<file path="src/rtl/decimal_key_pkg.sv">
// -----------------------------------------------------------------------------
// decimal_key_pkg
// Shared types and constants for the decimal key accumulator.
//   state_t     : accumulator FSM states
//   bcd_digit_t : one packed BCD digit
//   DIGIT_ERR   : code the key decoder returns when no key line is set
// -----------------------------------------------------------------------------
package decimal_key_pkg;

   typedef enum logic [1:0] {
      IDLE,
      DEBOUNCE,
      WAIT_RELEASE,
      HOLD
   } state_t;

   typedef logic [3:0] bcd_digit_t;

   // Not a valid BCD digit, so it can never be mistaken for a real key.
   localparam bcd_digit_t DIGIT_ERR = 4'hF;

endpackage : decimal_key_pkg

</file>
<file path="src/rtl/onehot10_to_bcd.sv">
// -----------------------------------------------------------------------------
// onehot10_to_bcd
// Combinational decoder from ten one-hot key lines to a BCD digit.
// When several lines are set, the lowest-numbered one wins.
//   key       in  [9:0]  key lines, bit k = digit k
//   digit     out        BCD code of the winning line, DIGIT_ERR if none set
//   onehot_ok out        exactly one key line is set
// -----------------------------------------------------------------------------
module onehot10_to_bcd
   import decimal_key_pkg::*;
(
   input  logic [9:0] key,
   output bcd_digit_t digit,
   output logic       onehot_ok
);

   // NOTE: every always_comb output gets a default before any branch, so no
   // path leaves it unassigned and no latch is inferred.
   always_comb begin
      digit = DIGIT_ERR;
      // Walk from the top down so the lowest set bit is the last assignment.
      for (int k = 9; k >= 0; k--) begin
         if (key[k]) digit = bcd_digit_t'(k);
      end
   end

   // x & (x-1) clears the lowest set bit; zero afterwards means one bit only.
   assign onehot_ok = (key != 10'd0) && ((key & (key - 10'd1)) == 10'd0);

endmodule : onehot10_to_bcd

</file>
<file path="src/rtl/decimal_key_accumulator.sv">
// -----------------------------------------------------------------------------
// decimal_key_accumulator
// Debounces a ten-key decimal keypad, shifts accepted digits into a packed BCD
// register and publishes the number with a valid/ready handshake.
//
// Parameters
//   DIGITS          BCD digits held (1..8)
//   DEBOUNCE_CYCLES consecutive stable cycles needed to accept a key (2..65535)
// Ports
//   clk, rst_n      clock (rising edge), asynchronous active-low reset
//   key_in   [9:0]  one-hot key lines, already synchronised to clk
//   enter           publish the accumulated number
//   clear           synchronous clear, overrides everything else
//   out_ready       consumer accepts bcd_out
//   bcd_out         packed BCD number, digit 0 in [3:0]
//   digit_count     number of digits entered
//   out_valid       bcd_out is published
//   overflow        sticky: a digit was dropped because the register was full
//   key_err         (only with MULTI_HOT_REJECT_EN) one-cycle pulse when a
//                   multi-hot key pattern is rejected
//
// Build option
//   MULTI_HOT_REJECT_EN  reject non-one-hot key patterns and add key_err;
//                        without it the lowest set key line wins.
// -----------------------------------------------------------------------------
module decimal_key_accumulator
   import decimal_key_pkg::*;
#(
   parameter int DIGITS          = 4,
   parameter int DEBOUNCE_CYCLES = 16
) (
   input  logic                         clk,
   input  logic                         rst_n,
   input  logic [9:0]                   key_in,
   input  logic                         enter,
   input  logic                         clear,
   input  logic                         out_ready,
   output logic [4*DIGITS-1:0]          bcd_out,
   output logic [$clog2(DIGITS+1)-1:0]  digit_count,
   output logic                         out_valid,
   output logic                         overflow
`ifdef MULTI_HOT_REJECT_EN
   ,
   output logic                         key_err
`endif
);

   localparam int BW    = 4 * DIGITS;
   localparam int CW    = $clog2(DIGITS + 1);
   localparam int CNT_W = 16;

   localparam logic [CW-1:0]    FULL_COUNT = CW'(DIGITS);
   localparam logic [CNT_W-1:0] STABLE_MAX = CNT_W'(DEBOUNCE_CYCLES);

   state_t             state_q, state_d;
   logic [9:0]         pat_q, pat_d;
   bcd_digit_t         code_q, code_d;
   logic [CNT_W-1:0]   cnt_q, cnt_d;
   logic [BW-1:0]      bcd_q, bcd_d;
   logic [CW-1:0]      count_q, count_d;
   logic               ovf_q, ovf_d;

   bcd_digit_t         key_digit;
   logic               onehot_ok;
   logic               key_ok;
   logic               key_reject;
   logic [CNT_W-1:0]   cnt_inc;

   onehot10_to_bcd u_decode (
      .key       (key_in),
      .digit     (key_digit),
      .onehot_ok (onehot_ok)
   );

`ifdef MULTI_HOT_REJECT_EN
   assign key_ok = onehot_ok;
`else
   // Any nonzero pattern is usable; the decoder already picks the lowest line.
   assign key_ok = 1'b1;
   logic unused_onehot_ok;
   assign unused_onehot_ok = onehot_ok;
`endif

   // Never overflows: cnt_q stays below DEBOUNCE_CYCLES while debouncing.
   assign cnt_inc = cnt_q + CNT_W'(1);

   // ---------------------------------------------------------------------------
   // Next-state and datapath
   // ---------------------------------------------------------------------------
   always_comb begin
      state_d    = state_q;
      pat_d      = pat_q;
      code_d     = code_q;
      cnt_d      = cnt_q;
      bcd_d      = bcd_q;
      count_d    = count_q;
      ovf_d      = ovf_q;
      key_reject = 1'b0;

      if (clear) begin
         state_d = IDLE;
         cnt_d   = '0;
         bcd_d   = '0;
         count_d = '0;
         ovf_d   = 1'b0;
      end else begin
         unique case (state_q)
            IDLE: begin
               if (enter && (count_q != '0)) begin
                  state_d = HOLD;
               end else if (key_in != 10'd0) begin
                  if (key_ok) begin
                     // The capture cycle is the first stable cycle.
                     pat_d   = key_in;
                     code_d  = key_digit;
                     cnt_d   = CNT_W'(1);
                     state_d = DEBOUNCE;
                  end else begin
                     key_reject = 1'b1;
                  end
               end
            end

            DEBOUNCE: begin
               if (key_in == pat_q) begin
                  cnt_d = cnt_inc;
                  if (cnt_inc == STABLE_MAX) begin
                     state_d = WAIT_RELEASE;
                     if (count_q == FULL_COUNT) begin
                        ovf_d = 1'b1;
                     end else begin
                        bcd_d   = (bcd_q << 4) | BW'(code_q);
                        count_d = count_q + CW'(1);
                     end
                  end
               end else begin
                  state_d = IDLE;
               end
            end

            WAIT_RELEASE: begin
               if (key_in == 10'd0) state_d = IDLE;
            end

            HOLD: begin
               if (out_ready) begin
                  state_d = IDLE;
                  bcd_d   = '0;
                  count_d = '0;
                  ovf_d   = 1'b0;
               end
            end

            default: state_d = IDLE;
         endcase
      end
   end

   // ---------------------------------------------------------------------------
   // State registers
   // ---------------------------------------------------------------------------
   // NOTE: sequential state uses non-blocking assignments so every register
   // samples the pre-edge values, independent of statement order.
   always_ff @(posedge clk or negedge rst_n) begin
      if (!rst_n) begin
         state_q <= IDLE;
         pat_q   <= '0;
         code_q  <= DIGIT_ERR;
         cnt_q   <= '0;
         bcd_q   <= '0;
         count_q <= '0;
         ovf_q   <= 1'b0;
      end else begin
         state_q <= state_d;
         pat_q   <= pat_d;
         code_q  <= code_d;
         cnt_q   <= cnt_d;
         bcd_q   <= bcd_d;
         count_q <= count_d;
         ovf_q   <= ovf_d;
      end
   end

`ifdef MULTI_HOT_REJECT_EN
   // Pulse once per rejected press rather than every cycle it is held.
   logic reject_seen_q;
   always_ff @(posedge clk or negedge rst_n) begin
      if (!rst_n) begin
         reject_seen_q <= 1'b0;
         key_err       <= 1'b0;
      end else begin
         reject_seen_q <= key_reject;
         key_err       <= key_reject && !reject_seen_q;
      end
   end
`else
   logic unused_key_reject;
   assign unused_key_reject = key_reject;
`endif

   assign bcd_out     = bcd_q;
   assign digit_count = count_q;
   assign overflow    = ovf_q;
   // Valid is exactly "number is being offered", i.e. the HOLD state.
   assign out_valid   = (state_q == HOLD);

endmodule : decimal_key_accumulator
</file>
<file path="config.mk">
export PLATFORM = sky130hd
export DESIGN_NAME = decimal_key_accumulator
export DESIGN_NICKNAME = d
export VERILOG_FILES = /design/src/rtl/decimal_key_pkg.sv /design/src/rtl/onehot10_to_bcd.sv /design/src/rtl/decimal_key_accumulator.sv
export SDC_FILE = /design/constraint.sdc
export NUM_CORES = 1
export LEC_CHECK = 0
export CAP_MARGIN = 20
export CORE_ASPECT_RATIO = 0.7
export CORE_MARGIN = 5
export CORE_UTILIZATION = 40
export DETAILED_ROUTE_END_ITERATION = 16
export PLACE_DENSITY = 0.58
export SYNTH_ARGS = -nofsm -noshare
export SYNTH_HDL_FRONTEND = slang
export SYNTH_SLANG_ARGS = --single-unit
</file>
<file path="constraint.sdc">
create_clock -name clk -period 3.3 [get_ports clk]
set_clock_uncertainty 0.05 [all_clocks]
set_input_delay 0.66 -clock clk [delete_from_list [all_inputs] [get_ports clk]]
set_output_delay 0.66 -clock clk [all_outputs]
set_load 0.02 [all_outputs]
</file>
Word level (Yosys, flattened, before mapping)
Index checks and enable logic that the tools add are counted.
{ "word_totals": {"word_cells": 81, "register_bits": 52, "ram_bits": 0, "mem_count": 0, "latch_bits": 0, "romBits": 0} }
{ "classes": {"shifts": 0, "n_bitwise": 3, "n_addsub": 2, "order_cmp": 0, "div_mod_pow": 0, "multipliers": 0, "eq_ne": 16, "reduce_logical": 12, "mux": 41} }
{ "op_table": {"columns": ["operator", "n"], "rows": [
  ["two-way mux 16 bit", 9],
  ["one-hot mux 16 bit (2 select lines)", 2],
  ["two-way mux 4 bit", 8],
  ["inequality test 3 bit, second input constant", 8],
  ["two-way mux 3 bit", 7],
  ["adder 16 x 1 -> 16 bit, second input constant", 1],
  ["equality test 16 x 5 -> 1 bit, second input constant", 1],
  ["bitwise OR 16 x 4 -> 16 bit", 1],
  ["two-way mux 2 bit", 7],
  ["AND reduction 4 bit", 3],
  ["equality test 10 bit", 1],
  ["zero test 10 bit", 1],
  ["AND reduction 5 bit", 2],
  ["nonzero test 10 bit", 1],
  ["nonzero test 3 bit", 3],
  ["inequality test 4 bit, second input constant", 2],
  ["one-hot mux 2 bit (4 select lines)", 1],
  ["one-hot mux 3 bit (2 select lines)", 1],
  ["two-way mux 1 bit", 5],
  ["equality test 2 bit, second input constant", 2],
  ["adder 3 x 1 -> 3 bit, second input constant", 1],
  ["equality test 3 bit, second input constant", 1],
  ["equality test 2 x 1 -> 1 bit, second input constant", 1],
  ["zero test 2 bit", 1],
  ["other kinds (3)", 4]
]} }

Longest topological paths before layout
Gate-level depths: netlist of run 1.
{ "logic_depth": {"depth_word": 10, "ltp_mapped": 10} }

Hierarchy
A second synthesis of run 1 with hierarchy kept.
{ "hier_totals": {"cells_unflattened": 337, "hier_area_um2": 3269.4} }
{ "modules_own_cells": {"columns": ["mod", "cells_each", "instances", "area_per_inst_um2"], "rows": [
  ["decimal_key_accumulator", 305, 1, 3076.7],
  ["onehot10_to_bcd", 32, 1, 192.7]
]} }

Worst setup path before layout of run 1
No wires, ideal clock.
{ "synth_timing": {"path_type": "register -> register", "from": "register cnt_q[0]", "to": "register bcd_q[10], in the netlist bcd_out[10]", "required_time_ns": 3.129, "arrival_time_ns": 2.463, "path_slack_ns": 0.666, "stages_incl_launch_ff": 11, "period_less_slack_ns": 2.634, "path_cell_list": "dfrtp_1 -> ha_1 -> nand3_2 -> nor4_2 -> mux2i_1 -> nor4_4 -> nand4_1 -> a21o_1 -> buf_4 -> buf_6 -> a22o_1"} }
{ "synth_between": {"elab_chain_cells": 4} }
{ "synth_lines": {"columns": ["item", "line_no", "text"], "rows": [
  ["start, declared", "decimal_key_accumulator.sv:58", "logic [CNT_W-1:0] cnt_q, cnt_d;"],
  ["start signal, assigned", "decimal_key_accumulator.sv:177", "cnt_q <= cnt_d;"],
  ["adder 16 x 1 -> 16 bit", "decimal_key_accumulator.sv:85", "assign cnt_inc = cnt_q + CNT_W'(1);"],
  ["equality test 16 x 5 -> 1 bit", "decimal_key_accumulator.sv:127", "if (cnt_inc == STABLE_MAX) begin"],
  ["inequality test 3 bit (no line)", null, null],
  ["AND reduction 5 bit (no line)", null, null],
  ["end signal, assigned", "decimal_key_accumulator.sv:170", "bcd_q <= '0;"],
  ["end signal, assigned", "decimal_key_accumulator.sv:178", "bcd_q <= bcd_d;"],
  ["end, declared", "decimal_key_accumulator.sv:59", "logic [BW-1:0] bcd_q, bcd_d;"]
]} }
Every way passes these cells.
A chain may end at the register's enable or synchronous reset.

Worst setup path in the final report of run 1
{ "layout_timing": {"from": "register cnt_q[0]", "to": "register count_q[0], in the netlist digit_count[0]"} }
{ "layout_between": {"elab_chain_cells": 4} }
{ "layout_lines": {"columns": ["item", "line_no", "text"], "rows": [
  ["adder 16 x 1 -> 16 bit", "decimal_key_accumulator.sv:85", null],
  ["equality test 16 x 5 -> 1 bit", "decimal_key_accumulator.sv:127", null],
  ["inequality test 3 bit (no line)", null, null],
  ["AND reduction 5 bit (no line)", null, null],
  ["end signal, assigned", "decimal_key_accumulator.sv:179", "count_q <= count_d;"],
  ["end, declared", "decimal_key_accumulator.sv:60", "logic [CW-1:0] count_q, count_d;"]
]} }
Every way passes these cells.

==> results of run 1 <==
==> critical path: cells and delay by family (launching register included) <==
family                     cells  cell delay (ps)
muxes                          2              470
adders and majority gates      1              290
DFF                            1              500
buffers and inverters          1              200
AOI/OAI and AO/OA              1              230
and+or+nand+nor                4             1100
==> cells in the mapped netlist (3+ instances only) <==
cell type	count
sky130_fd_sc_hd__a31oi_1	3
sky130_fd_sc_hd__o21ai_0	17
sky130_fd_sc_hd__o21ai_1	8
sky130_fd_sc_hd__xor2_1	12
sky130_fd_sc_hd__a21oi_1	13
sky130_fd_sc_hd__inv_1	12
sky130_fd_sc_hd__nor3_1	7
sky130_fd_sc_hd__nor4_1	5
sky130_fd_sc_hd__or3_1	3
sky130_fd_sc_hd__ha_1	4
sky130_fd_sc_hd__nand3_1	7
sky130_fd_sc_hd__mux2i_1	3
sky130_fd_sc_hd__o31ai_1	4
sky130_fd_sc_hd__a22o_1	18
sky130_fd_sc_hd__o41ai_1	3
sky130_fd_sc_hd__dfstp_2	4
sky130_fd_sc_hd__clkbuf_1	9
sky130_fd_sc_hd__nor2_1	28
sky130_fd_sc_hd__mux2_2	7
sky130_fd_sc_hd__nand4_1	5
sky130_fd_sc_hd__and2_1	4
sky130_fd_sc_hd__nand2_1	26
sky130_fd_sc_hd__dfrtp_1	48
==> registers in the layout, summed over array words and instances, names as in the netlist <==
signal	flops
cnt_q	16
state_q	2
digit_count	3
pat_q	10
bcd_out	16
overflow	1
code_q	4
==> cell type report <==
class,instances,share of cell area
clock buffers,5,0.02059
clock inverters,3,0.008237
inverters,12,0.01348
well taps,94,0.03519
repair buffers,46,0.1280
multi-input cells,207,0.4036
flip-flops and latches,52,0.3909
==> path summary, 6_finish.rpt <==
| kind | startpoint | to | slack [ps] | cells after the start |
|---|---|---|---|---|
| hold / removal | rst_n | bcd_out[13] | 400 | 2 |
| min in group clk | code_q[0] | code_q[0] | 420 | 2 |
| setup reg to reg | cnt_q[0] | digit_count[0] | 350 | 9 |
| setup / recovery | cnt_q[0] | digit_count[0] | 350 | 9 |
| max in group asynchronous | rst_n | cnt_q[8] | 2340 | 2 |
| hold reg to reg | code_q[0] | code_q[0] | 420 | 2 |
==> routing by layer <==
| metal | global-route usage | share of wire |
|---|---|---|
| met2 | 0.2065 | 0.38 |
| met4 | 0.04110 | 0.0030 |
| met5 | 0 | 0 |
| met1 | 0.2579 | 0.55 |
| met3 | 0.03395 | 0.059 |
==> stage by stage <==
stage	cells	util	setup slack (ps)	hold slack (ps)
detailed placement	411	0.4826	278.6	415.1
global route	419	0.4969	81.88	441.1
floorplan	283	-	666.0	314.4
finish	419	0.4969	350.6	399.4
global placement	411	0.4826	317.7	413.0
CTS	419	0.4969	343.7	425.8
==> cell families after synthesis <==
kind of cell,share of synthesized area
and+or+nand+nor,0.1996
AOI/OAI and AO/OA,0.1906
DFF,0.4737
buffers and inverters,0.03720
xor gates and xnor gates,0.04129
muxes,0.03948
adders and majority gates,0.01815
==> power groups by stage <==
stage	logic, mW	registers [mW]	clock network, mW
after floorplan	0.0794	0.695	0
after global placement	0.133	0.701	0
after detailed placement	0.134	0.702	0
after CTS	0.134	0.690	0.406
after global routing	0.148	0.693	0.434
final	0.131	0.689	0.388
==> Implementation_results.wiki, run 1 <==
{| class="wikitable"
! Metric !! Value
|-
| Outcome || completed
|-
| Biggest area contributors in the synthesized netlist || sky130_fd_sc_hd__dfrtp_1 (44%), sky130_fd_sc_hd__a22o_1 (5.7%), sky130_fd_sc_hd__dfstp_2 (3.8%)
|-
| Highest-delay cell along the critical path || sky130_fd_sc_hd__dfrtp_1
|-
| Most common flop cell mapped by yosys || sky130_fd_sc_hd__dfrtp_1
|-
| Number of vias in the routed layout || roughly 2200
|-
| Switching part of the total || 0.2696
|-
| Area of the die || 8681 um2
|-
| FF+latch count, synth || between 50 and 60
|-
| Number of ports placed on the die boundary || 36
|-
| Combinational Power Share || 0.109
|-
| Commonest non-fill, non-tap cell in the layout || sky130_fd_sc_hd__dfrtp_1
|-
| Clk sinks || 52
|-
| Worst path required time || 3460 ps
|-
| Net Count, Synth || 302
|-
| Clock latency at the later pin of the worst-skew pair || 310 ps
|-
| Post-Synthesis Cell Area || 2758 um2
|-
| Global-route wire length before repair || 10870 um
|-
| Finish-stage setup viols || 0
|-
| Number of library cell types mapped by synthesis || 53
|-
| Placement Rows || 25
|-
| Number of port buffers || 35
|-
| Remaining DRCs || 0
|-
| Share of total power in sequential cells || 0.570
|-
| Number of global-route vias before repair || 2125
|-
| Cell chain of the critical path || ha_1, nand3_2, nor4_2, mux2i_1, nor4_4, nand4_1, a21o_1, buf_4, mux2_2
|-
| Die Wd || approximately 110 um
|-
| Clock Tree Root || sky130_fd_sc_hd__clkbuf_8
|-
| Layout fillers || 624
|-
| Share of final-layout standard cells stronger than drive strength 1 || 0.1200
|-
| Minimum clock period || 2949 ps
|-
| Portion of the post-synthesis area used by sequential elements || 0.4737
|-
| Effective utilization at floorplan || 0.4100
|-
| Total negative slack || 0 ps
|-
| Number of pins with negative max-slew slack in the final report || 0
|-
| Worst setup path class || reg -> reg
|-
| Area used by multi-input combinational logic || 1349 um2
|-
| Cell taking the most area after synthesis || sky130_fd_sc_hd__dfrtp_1
|-
| CP max FO || 18
|-
| Areal power density over the cells || about 360 nW/um2
|-
| Data arrival at the endpoint of the critical path || 3110 ps
|-
| Global routing usage summed across all routing layers || 0.1586
|-
| Final net count || 343
|-
| Number of levels the H-tree was split into || 2
|-
| Min-delay worst type || in -> async
|-
| CP endpoint kind || flip-flop
|-
| Maximum count of clock buffers along a single path || 2
|-
| Area used by sequential logic in the layout || 1306 um2
|-
| Number of setup buffers added after CTS || 0
|-
| Total count of hold-check failures in the final report || 0
|-
| Total chip power || 1.209 mW
|-
| Inserted Clock Buffers || 5
|-
| Worst-Margin Slew || ~670 ps
|-
| Detailed placer's ending HPWL || between 4000 and 5000 um
|-
| Ratio of final minimum period to clock period || 0.8938
|-
| Post-synth ARST share || 1.000
|-
| Mapped Avg Cell Area || 9.744 um2
|-
| Count of max-cap constraint violations || 0
|-
| Final non-filler cell area || 3342 um2
|-
| N_diodes || 0
|-
| CTS hold repair buffers || 0
|-
| Yosys warning count || 0
|-
| Synth top area share || 0.4356
|-
| CORE AREA || slightly below 7000 um2
|-
| Maximum frequency from static timing analysis || 0.3391 GHz
|-
| Clock transition time at the flip-flop clock pins of the worst setup and hold paths || 110 ps
|-
| Post-synthesis cell count || 283
|-
| Average wire length per cell after detail routing || 15.10 um
|-
| Layout-stage area growth over the synthesis result || 21.19%
|-
| Reported net switching power || roughly 0.33 mW
|-
| IR Drop Worst-Case VDD || 0.1634 mV
|-
| Post-cts gate resize count || 0
|-
| Number of enable-type register cells in the synthesized netlist || 0
|-
| Worst slew margin || 0.5551
|-
| Vias per std cell || ~5.2
|-
| Biggest cell delay along the critical path || 500 ps
|-
| Pin count of the biggest net entering global routing || 53
|-
| Die Span Y || 79.47 um
|-
| Leakage power of the design || 1.401 nW
|-
| Number of antenna violations at the first check in global routing || 0
|-
| DRT iter0 DRCs || ~130
|-
| Critical path launch point type || flip-flop
|-
| Internal Power || 0.8829 mW
|-
| Placer's final routability congestion estimate || 0.8235
|-
| Top library cells by usage in the layout, fill and taps aside || sky130_fd_sc_hd__dfrtp_1 (48), sky130_fd_sc_hd__clkdlybuf4s50_1 (34), sky130_fd_sc_hd__nor2_1 (28)
|-
| Remaining antenna violation count || 0
|-
| DRT Pass-1 Iters || 4
|-
| TritonCTS clock tree || built
|-
| Total overflow reported by the global router || 0
|-
| Placement Cell Area || 3246 um2
|-
| DRT Wirelength || 6326 um
|-
| Unrepaired setup endpoints after global routing || no
|-
| Clock share of power || 0.321
|}
Note: power is estimated with default switching activity, not from simulation.
==> run 2, diff against run 1 <==
clock period = 3.7 ns   (was 3.3 ns; I/O delays follow)
==> run 2 against run 1 <==
  * Die area is the same
  * Sequential share of layout area grew 0.22 points
  * Final area shrank 0.56%
  * Non-clock buffer count shrank 5
  * Utilization shrank 0.28 points
  * Largest power group unchanged
  * Sequential power shrank 11%
  * Global-route usage shrank 0.065 points
==> Implementation_results.wiki, run 2 (synthesized netlist as in run 1, its figures left out) <==
{| class="wikitable"
! Metric !! Value
|-
| Total overflow reported by the global router || 0 (unchanged)
|-
| Layout fillers || 649 (+4.0%)
|-
| R2R Setup Slk || 610 ps (+260 ps)
|-
| Finish-stage setup viols || 0 (unchanged)
|-
| Number of setup buffers added after CTS || 0 (unchanged)
|-
| Placement Cell Area || 3208 um2 (-1.2%)
|-
| Remaining DRCs || 0 (unchanged)
|-
| Effective utilization at floorplan || 0.4100 (unchanged)
|-
| Number of levels the H-tree was split into || 2 (unchanged)
|-
| DRT iter0 DRCs || 108 (-14%)
|-
| Clock latency at the later pin of the worst-skew pair || 300 ps (about the same)
|-
| Leakage power of the design || 1.384 nW (-1.2%)
|-
| Worst setup slack before clock tree synthesis || 423.0 ps (+144.5 ps)
|-
| Critical path launch point type || flip-flop
|-
| CORE AREA || 6725 um2 (unchanged)
|-
| Number of antenna violations at the first check in global routing || 0 (unchanged)
|-
| Setup WS post-layout || 608.9 ps (+258.3 ps)
|-
| DRT Wirelength || 6343 um (+0.27%)
|-
| DRT Pass-1 Iters || 4 (unchanged)
|-
| Area used by multi-input combinational logic || 1349 um2 (unchanged)
|-
| TritonCTS clock tree || built
|-
| Area of the die || 8681 um2 (unchanged)
|-
| Die Wd || 109.2 um (unchanged)
|-
| Worst-Margin Slew || 639.0 ps (-28.39 ps)
|-
| Number of port buffers || 35 (unchanged)
|-
| CP max FO || 19 (+1)
|-
| Maximum frequency from static timing analysis || 0.3235 GHz (-4.6%)
|-
| Worst slew margin || 0.5707 (+0.01565)
|-
| Data arrival at the endpoint of the critical path || 3240 ps (+130 ps)
|-
| Die Span Y || 79.47 um (unchanged)
|-
| Min-delay worst type || in -> async
|-
| Areal power density over the cells || 340.0 nW/um2 (-6.0%)
|-
| Area used by sequential logic in the layout || 1306 um2 (unchanged)
|-
| Global-route wire length before repair || 10830 um (-0.44%)
|-
| Number of ports placed on the die boundary || 36 (unchanged)
|-
| Post-cts gate resize count || 0 (unchanged)
|-
| Number of global-route vias before repair || 2076 (-2.3%)
|-
| Vias per std cell || 5.336 (+2.1%)
|-
| Average wire length per cell after detail routing || 15.32 um (+1.5%)
|-
| Terminus of the critical flop-to-flop path || digit_count[2]
|-
| R2r startpoint || cnt_q[0]
|-
| Remaining antenna violation count || 0 (unchanged)
|-
| Clock Tree Root || sky130_fd_sc_hd__clkbuf_8
|-
| Commonest non-fill, non-tap cell in the layout || sky130_fd_sc_hd__dfrtp_1
|-
| Top library cells by usage in the layout, fill and taps aside || sky130_fd_sc_hd__dfrtp_1 (48), sky130_fd_sc_hd__clkdlybuf4s50_1 (34), sky130_fd_sc_hd__nor2_1 (28)
|-
| Minimum clock period || 3091 ps (+141.7 ps)
|-
| Placement Rows || 25 (unchanged)
|-
| Number of cells on the worst reg-to-reg path || 8 (-1)
|-
| Share of final-layout standard cells stronger than drive strength 1 || 0.1063 (-0.01375)
|-
| Pin count of the biggest net entering global routing || 30 (-43%)
|-
| Total negative slack || 0 ps (unchanged)
|-
| CTS hold repair buffers || 0 (unchanged)
|-
| Final net count || 338 (-1.5%)
|-
| Placer's final routability congestion estimate || 0.8185 (-0.61%)
|-
| Number of pins with negative max-slew slack in the final report || 0 (unchanged)
|-
| Detailed placer's ending HPWL || 4668 um (+1.9%)
|-
| Outcome || completed
|-
| Number of vias in the routed layout || 2209 (+0.91%)
|-
| Worst path required time || 3850 ps (+390 ps)
|-
| Layout-stage area growth over the synthesis result || 20.51%
|-
| Worst setup path class || reg -> reg
|-
| Inserted Clock Buffers || 5 (unchanged)
|-
| N_diodes || 0 (unchanged)
|-
| Clock transition time at the flip-flop clock pins of the worst setup and hold paths || 100 ps (about the same)
|-
| Count of max-cap constraint violations || 0 (unchanged)
|-
| Global routing usage summed across all routing layers || 0.1580 (-0.0006455)
|-
| Clk sinks || 52 (unchanged)
|-
| Maximum count of clock buffers along a single path || 2 (unchanged)
|-
| CP endpoint kind || flip-flop
|-
| IR Drop Worst-Case VDD || 0.1969 mV (+21%)
|-
| Ratio of final minimum period to clock period || 0.8354 (-0.05833)
|-
| Unrepaired setup endpoints after global routing || no
|-
| Final non-filler cell area || 3323 um2 (-0.56%)
|-
| Total count of hold-check failures in the final report || 0 (unchanged)
|}
==> run 2: metal layers <==
metal  part of all wire  GRT usage  vias up
li1                   -          -     1104
met1               0.55     0.2564     1049
met2               0.39     0.2096       52
met3              0.055    0.03476        4
met4             0.0049    0.03362        0
met5                  0          0        -
==> run 2: power breakdown <==
| part | switching (mW) | internal [mW] | total [mW] |
|---|---|---|---|
| Clock | 0.197 | 0.204 | 0.401 |
| Sequential | 0.0195 | 0.596 | 0.615 |
| Combinational | 0.0639 | 0.0500 | 0.114 |
==> run 2: how the worst max path moves through the flow <==
stage              start        endpoint  slack (ps)  depth (start not counted)
6_report        cnt_q[0]  digit_count[2]         610                          8
3_5_place_dp   key_in[5]  digit_count[2]         420                          7
3_3_place_gp   key_in[5]  digit_count[2]         460                          7
5_1_grt         cnt_q[0]  digit_count[2]         420                          8
2_1_floorplan   cnt_q[0]     bcd_out[10]        1070                         10
4_1_cts         cnt_q[0]  digit_count[2]         590                          8
==> run 2: stage by stage <==
step | total power, mW | std cells | util | hold WS, ps
2_1_floorplan | 0.6910 | 283 | - | 394.4
3_3_place_gp | 0.7401 | 406 | 0.4770 | 415.8
3_5_place_dp | 0.7418 | 406 | 0.4770 | 412.1
4_1_cts | 1.147 | 414 | 0.4941 | 358.2
5_1_grt | 1.178 | 414 | 0.4941 | 377.2
6_report | 1.130 | 414 | 0.4941 | 343.9
==> run 2: worst max-delay path, stage by stage, from the launching register on <==
cell and delay, ps:
sky130_fd_sc_hd__dfrtp_1 500, sky130_fd_sc_hd__ha_1 290, sky130_fd_sc_hd__nand3_2 200, sky130_fd_sc_hd__nor4_2 380, sky130_fd_sc_hd__mux2i_1 200, sky130_fd_sc_hd__nor4_4 340, sky130_fd_sc_hd__nand4_1 180, sky130_fd_sc_hd__a21o_1 420
sky130_fd_sc_hd__a221o_1 420
==> run 2: final cells by class <==
type / count / share of cell area
multi-input combinational: 207 / 0.4059
tap: 94 / 0.03539
inverter: 12 / 0.01355
timing repair buffer: 41 / 0.1175
sequential: 52 / 0.3931
clock buffer: 5 / 0.02071
clock inverter: 3 / 0.01393
